`src/rtl/force_release_ctrl.sv`:
```
`default_nettype none
// ============================================================================
// Module      : force_release_ctrl
// Description : Round-robin arbitrated force/release override for e = a&b&c,
//               with a guaranteed release via a hold-time watchdog.
// Revision    : 1.0 - initial release
// ============================================================================
module force_release_ctrl #(
    parameter int N_REQ    = 4,
    parameter int MAX_HOLD = 16,
    parameter int CNT_W    = 5
) (
    input  logic             clk,
    input  logic             rst,
    input  logic             a,
    input  logic             b,
    input  logic             c,
    input  logic [N_REQ-1:0] force_req,
    input  logic [N_REQ-1:0] force_val,
    input  logic [N_REQ-1:0] release_req,
    output logic             e,
    output logic [N_REQ-1:0] grant,
    output logic             active,
    output logic             timeout_err,
    output logic [N_REQ-1:0] timeout_id,
    output logic             stray_release
);

    localparam int IDX_W = (N_REQ > 1) ? $clog2(N_REQ) : 1;
    localparam logic [CNT_W-1:0] c_HOLD_LAST = CNT_W'(MAX_HOLD - 1);

    typedef enum logic [1:0] {
        ST_IDLE     = 2'd0,
        ST_FORCED   = 2'd1,
        ST_COOLDOWN = 2'd2
    } state_t;

    state_t           state_q, state_d;
    logic [IDX_W-1:0] ptr_q, ptr_d;
    logic [IDX_W-1:0] owner_q, owner_d;
    logic [CNT_W-1:0] cnt_q, cnt_d;
    logic             latched_q, latched_d;
    logic [N_REQ-1:0] grant_q, grant_d;
    logic             active_q, active_d;
    logic             terr_q, terr_d;
    logic [N_REQ-1:0] tid_q, tid_d;
    logic             stray_q, stray_d;
    logic             e_q, e_d;

    logic             w_found;
    logic [IDX_W-1:0] w_pick;
    logic             w_owner_rel;
    logic             w_hold_done;

    // Index arithmetic modulo N_REQ, valid for non-power-of-two N_REQ too.
    function automatic logic [IDX_W-1:0] wrap_idx(input logic [IDX_W-1:0] base,
                                                  input int off);
        int s;
        s = int'(base) + off;
        if (s >= N_REQ) begin
            s = s - N_REQ;
        end
        return s[IDX_W-1:0];
    endfunction

    always_comb begin
        w_found = 1'b0;
        w_pick  = '0;
        for (int i = 0; i < N_REQ; i++) begin
            if (!w_found && force_req[wrap_idx(ptr_q, i)]) begin
                w_found = 1'b1;
                w_pick  = wrap_idx(ptr_q, i);
            end
        end
    end

    // grant_q is all-zero outside FORCED, so any release bit there is stray.
    assign w_owner_rel = |(release_req & grant_q);
    assign w_hold_done = (cnt_q == c_HOLD_LAST);

    always_comb begin
        state_d   = state_q;
        ptr_d     = ptr_q;
        owner_d   = owner_q;
        cnt_d     = cnt_q;
        latched_d = latched_q;
        grant_d   = grant_q;
        active_d  = active_q;
        terr_d    = terr_q;
        tid_d     = tid_q;
        stray_d   = |(release_req & ~grant_q);

        case (state_q)
            ST_IDLE: begin
                if (w_found) begin
                    grant_d         = '0;
                    grant_d[w_pick] = 1'b1;
                    owner_d         = w_pick;
                    latched_d       = force_val[w_pick];
                    active_d        = 1'b1;
                    cnt_d           = '0;
                    state_d         = ST_FORCED;
                end
            end
            ST_FORCED: begin
                cnt_d = cnt_q + CNT_W'(1);
                if (w_owner_rel || w_hold_done) begin
                    state_d  = ST_COOLDOWN;
                    grant_d  = '0;
                    active_d = 1'b0;
                    cnt_d    = '0;
                    ptr_d    = wrap_idx(owner_q, 1);
                    // An owner release on the last allowed cycle wins over the watchdog.
                    if (!w_owner_rel) begin
                        terr_d = 1'b1;
                        tid_d  = grant_q;
                    end
                end
            end
            ST_COOLDOWN: begin
                state_d = ST_IDLE;
            end
            default: begin
                state_d  = ST_IDLE;
                grant_d  = '0;
                active_d = 1'b0;
            end
        endcase

        e_d = active_d ? latched_d : (a & b & c);
    end

    always_ff @(posedge clk) begin
        if (rst) begin
            state_q   <= ST_IDLE;
            ptr_q     <= '0;
            owner_q   <= '0;
            cnt_q     <= '0;
            latched_q <= 1'b0;
            grant_q   <= '0;
            active_q  <= 1'b0;
            terr_q    <= 1'b0;
            tid_q     <= '0;
            stray_q   <= 1'b0;
            e_q       <= 1'b0;
        end else begin
            state_q   <= state_d;
            ptr_q     <= ptr_d;
            owner_q   <= owner_d;
            cnt_q     <= cnt_d;
            latched_q <= latched_d;
            grant_q   <= grant_d;
            active_q  <= active_d;
            terr_q    <= terr_d;
            tid_q     <= tid_d;
            stray_q   <= stray_d;
            e_q       <= e_d;
        end
    end

    assign e             = e_q;
    assign grant         = grant_q;
    assign active        = active_q;
    assign timeout_err   = terr_q;
    assign timeout_id    = tid_q;
    assign stray_release = stray_q;

endmodule
`default_nettype wire

```
`config.mk`:
```
export PLATFORM = sky130hd
export DESIGN_NAME = force_release_ctrl
export DESIGN_NICKNAME = d
export VERILOG_FILES = /design/src/rtl/force_release_ctrl.sv
export SDC_FILE = /design/constraint.sdc
export NUM_CORES = 1
export LEC_CHECK = 0
export CAP_MARGIN = 20
export CORE_MARGIN = 4
export CORE_UTILIZATION = 30
export CTS_CLUSTER_DIAMETER = 100
export DETAILED_ROUTE_END_ITERATION = 8
export GPL_TIMING_DRIVEN = 1
export PLACE_DENSITY = 0.58
export SYNTH_ARGS = -nofsm -noshare
export SYNTH_HDL_FRONTEND = slang
export SYNTH_SLANG_ARGS = --single-unit
export TNS_END_PERCENT = 30
```
`constraint.sdc`:
```
create_clock -name clk -period 2.1 [get_ports clk]
set_input_delay 0.525 -clock clk [delete_from_list [all_inputs] [get_ports clk]]
set_output_delay 0.525 -clock clk [all_outputs]
set_load 0.005 [all_outputs]
```
==> summary.md <==
| Metric | Value |
|---|---|
| Routability congestion estimate | approximately 0.76 |
| Port bufs | 28 |
| Critical Path RT | around 2300 ps |
| Met2 WL | 1.425 mm |
| Slew margin rel. | 75.60% |
| DRT met1 WL | ~1.3 mm |
| GRT overflow | 0 |
| # setup viols final | 0 |
| CTS buffer count | 3 |
| Clk_lat worst skew | 260 ps |
| GRT Total Usage | 12.23% |
| Post-synthesis cell count | 132 |
| Min-Delay Path Depth | 2 |
| Via count | 1,100 |
| Power density of the placed cells | 663.8 nW/um^2 |
| Reg2Reg Depth | 7 |
| Synth cell types | 41 |
| Avg WL per Cell | 12.67 um |
| Die area | 4897 um^2 |
| Iteration-0 DRC Markers | 52 |
| Min Hold Slack | 449.9 ps |
| CP endpoint kind | flip-flop |
| Async S/R FF share, synth | 0% |
| Yosys warns | 0 |
| Post-route ant nets | 0 |
| Final WL | 2.812 mm |
| Worst r2r src | cnt_q[0]$_SDFFE_PP0P_ |
| Fin. Hold Viols | 0 |
| IO Count | 29 |
| Status | completed |
| First-pass GRT wire length | around 5.0 mm |
| Register area | 481.7 um^2 |
| Setup CP Type | flip-flop to flip-flop |
| Shortest period the worst path allows | 1999 ps |
| CTS HTree Levels | 1 |
| Hold worst-path end | timeout_err$_SDFFE_PP0P_ |
| Number of flops mapped to enable cells by yosys | 0 |
| Clock Path Buffers | 2 |
| DRC errors left | 0 |
| Postcts setup bufs | 0 |
| RR Endpoint | cnt_q[2]$_SDFFE_PP0P_ |
| Fmax | 500.2 MHz |
| Root Driver | clkbuf_8 |
| Clk pin slew, worst setup/hold paths | ~80 ps |
| Layout fillers | 376 |
| Dpl hpwl | 2.191 mm |
| Tightest Hold Check Type | flip-flop to flip-flop |
| Slew @ Worst Pin | about 360 ps |
| Top Metal Used | met3 |
| Max-capacitance violation count | 0 |
| # hold bufs at CTS | 0 |
| CP Max Fanout | 4 |
| Worst Skew | 2.774 ps |
| Synthesized Nets | 151 |
| Top FF cell, synth | dfxtp_1 |
| Metal3 WL | 133 um |
| Min-Delay Startpoint | timeout_err$_SDFFE_PP0P_ |
| Period utilisation layout | 95.20% |
| # clock sinks | 24 |
| Post-Syn Area | 1152 um^2 |
| DRT Pass-1 Iters | 4 |
| Most frequent cells in the layout | clkdlybuf4s50_1, dfxtp_1, buf_4 |
| Avg Inst Size Synth | 8.730 um^2 |
| CORE AREA | 3689 um^2 |
| DIE WIDTH | between 60 and 70 um |
| Worst R2R Setup Slack | 100 ps |
| Effective utilization at floorplan | 31.24% |
| Critical Path AT | about 2200 ps |
| # rows | 22 |
| Via count of the first global-routing pass | 1,090 |
| Worst vdd ir | 0.3908 mV |
| Nets | 194 |
| Share of cells above drive strength 1 | 18.39% |
| Largest net degree at the start of global routing | 25 |
| RSZ-0062 raised after global routing | no |
| Die Y | 69.98 um |
| Initial antenna violation count | 0 |
| Max-slew violations | 0 |
| Synthesized flop and latch total | 24 |
| Multi-input gate area | 639.4 um^2 |
| Sequential-to-total area share from yosys stat | 41.69% |
| Diodes inserted | 0 |
| Sum Neg Setup Slack | 0 ps |
| CTS tree | done |
| Startpoint Class | flip-flop |
| Area growth, synth to finish | 43.00% |
| Most common cell after layout, fill and taps aside | clkdlybuf4s50_1 |
| Vias/cell | between 4 and 5 |
| Leakage | roughly 0.60 nW |
## cells by family after synthesis
family                     Yosys count  share of synthesized area (%)
muxes                                4                          3.583
AOI/OAI and AO/OA                   35                          20.74
DFF                                 24                          41.69
buffers and inverters               11                          3.692
and+or+nand+nor                     55                          27.36
xor gates and xnor gates             1                         0.7602
adders and majority gates            2                          2.171
## critical path: stages, from the launching register on
cell and delay, ps:
dfxtp_2 340, ha_1 210, and3_1 190, ha_1 200, nand3b_2 220, nand2b_4 150
or3b_1 390, a211oi_2 220
## how the worst max path moves through the flow
stage                                      from               endpoint  slack (ps)
after floorplan           cnt_q[0]$_SDFFE_PP0P_  cnt_q[2]$_SDFFE_PP0P_         160
final                     cnt_q[0]$_SDFFE_PP0P_  cnt_q[2]$_SDFFE_PP0P_         100
after global routing      cnt_q[0]$_SDFFE_PP0P_  cnt_q[2]$_SDFFE_PP0P_          10
after CTS                          force_req[2]   latched_q$_SDFF_PP0_          70
after detailed placement           force_req[2]   latched_q$_SDFF_PP0_        -210
after global placement             force_req[2]   latched_q$_SDFF_PP0_        -160
## final cells by class
class / count / area share, %
tap: 48 / 3.645
clock buffer: 4 / 3.341
timing repair buffer: 42 / 23.39
sequential: 24 / 29.23
inverter: 7 / 1.595
multi-input combinational: 97 / 38.80
## cells in the mapped netlist, types with 2 or more instances
master | n | area share [%]
a31oi_1 | 4 | 2.2
inv_1 | 7 | 2.3
or2_1 | 2 | 1.1
a21oi_1 | 12 | 5.2
mux2i_1 | 3 | 2.6
nand3_1 | 8 | 3.5
nand2_1 | 6 | 2.0
and2_1 | 2 | 1.1
a22oi_2 | 2 | 2.2
nor2b_1 | 3 | 1.6
o21ai_0 | 3 | 1.3
ha_1 | 2 | 2.2
nor2_1 | 13 | 4.2
nor4_1 | 3 | 1.6
nand2b_1 | 3 | 1.6
clkbuf_1 | 3 | 0.98
or3_4 | 2 | 2.0
a21boi_0 | 2 | 1.3
nor3_1 | 3 | 1.3
dfxtp_1 | 24 | 42
a211oi_1 | 5 | 3.3
## stage by stage
stage          setup WS (ps)  std cells  area, um^2  util, %  power (mW)
4_1_cts                65.55        222        1637    44.37       1.103
3_5_place_dp          -208.3        218        1582    42.88      0.7920
5_1_grt                10.31        222        1648    44.67       1.161
2_1_floorplan          159.2        132        1152        -      0.6577
3_3_place_gp          -161.0        218        1582    42.88      0.7859
6_report               100.9        222        1648    44.67       1.094
## report_power, final
group	switching (mW)	total, mW	internal [mW]	leakage (nW)
clock network	0.142	0.309	0.167	0.0288
registers	0.0262	0.512	0.485	0.196
logic	0.124	0.273	0.149	0.377
## repair_timing
| item | in CTS | in global routing |
|---|---|---|
| gates resized for setup | 0 | 3 |
| hold endpoints to repair | 0 | 0 |
| endpoints found under the setup margin | 0 | 3 |
## layer usage
metal / vias to the layer above / track usage, %
met1: 515 / 14.34
met2: 21 / 22.35
met4: 0 / 1.277
met3: 0 / 3.885
li1: 564 / -
met5: - / 0
## sequential cells by signal, indices dropped and copies added (netlist names)
name,cells
state_q,2
latched_q,1
e,1
grant,4
ptr_q,2
cnt_q,5
owner_q,2
stray_release,1
active,1
timeout_err,1
timeout_id,4
(Power assumes the default switching activity.)
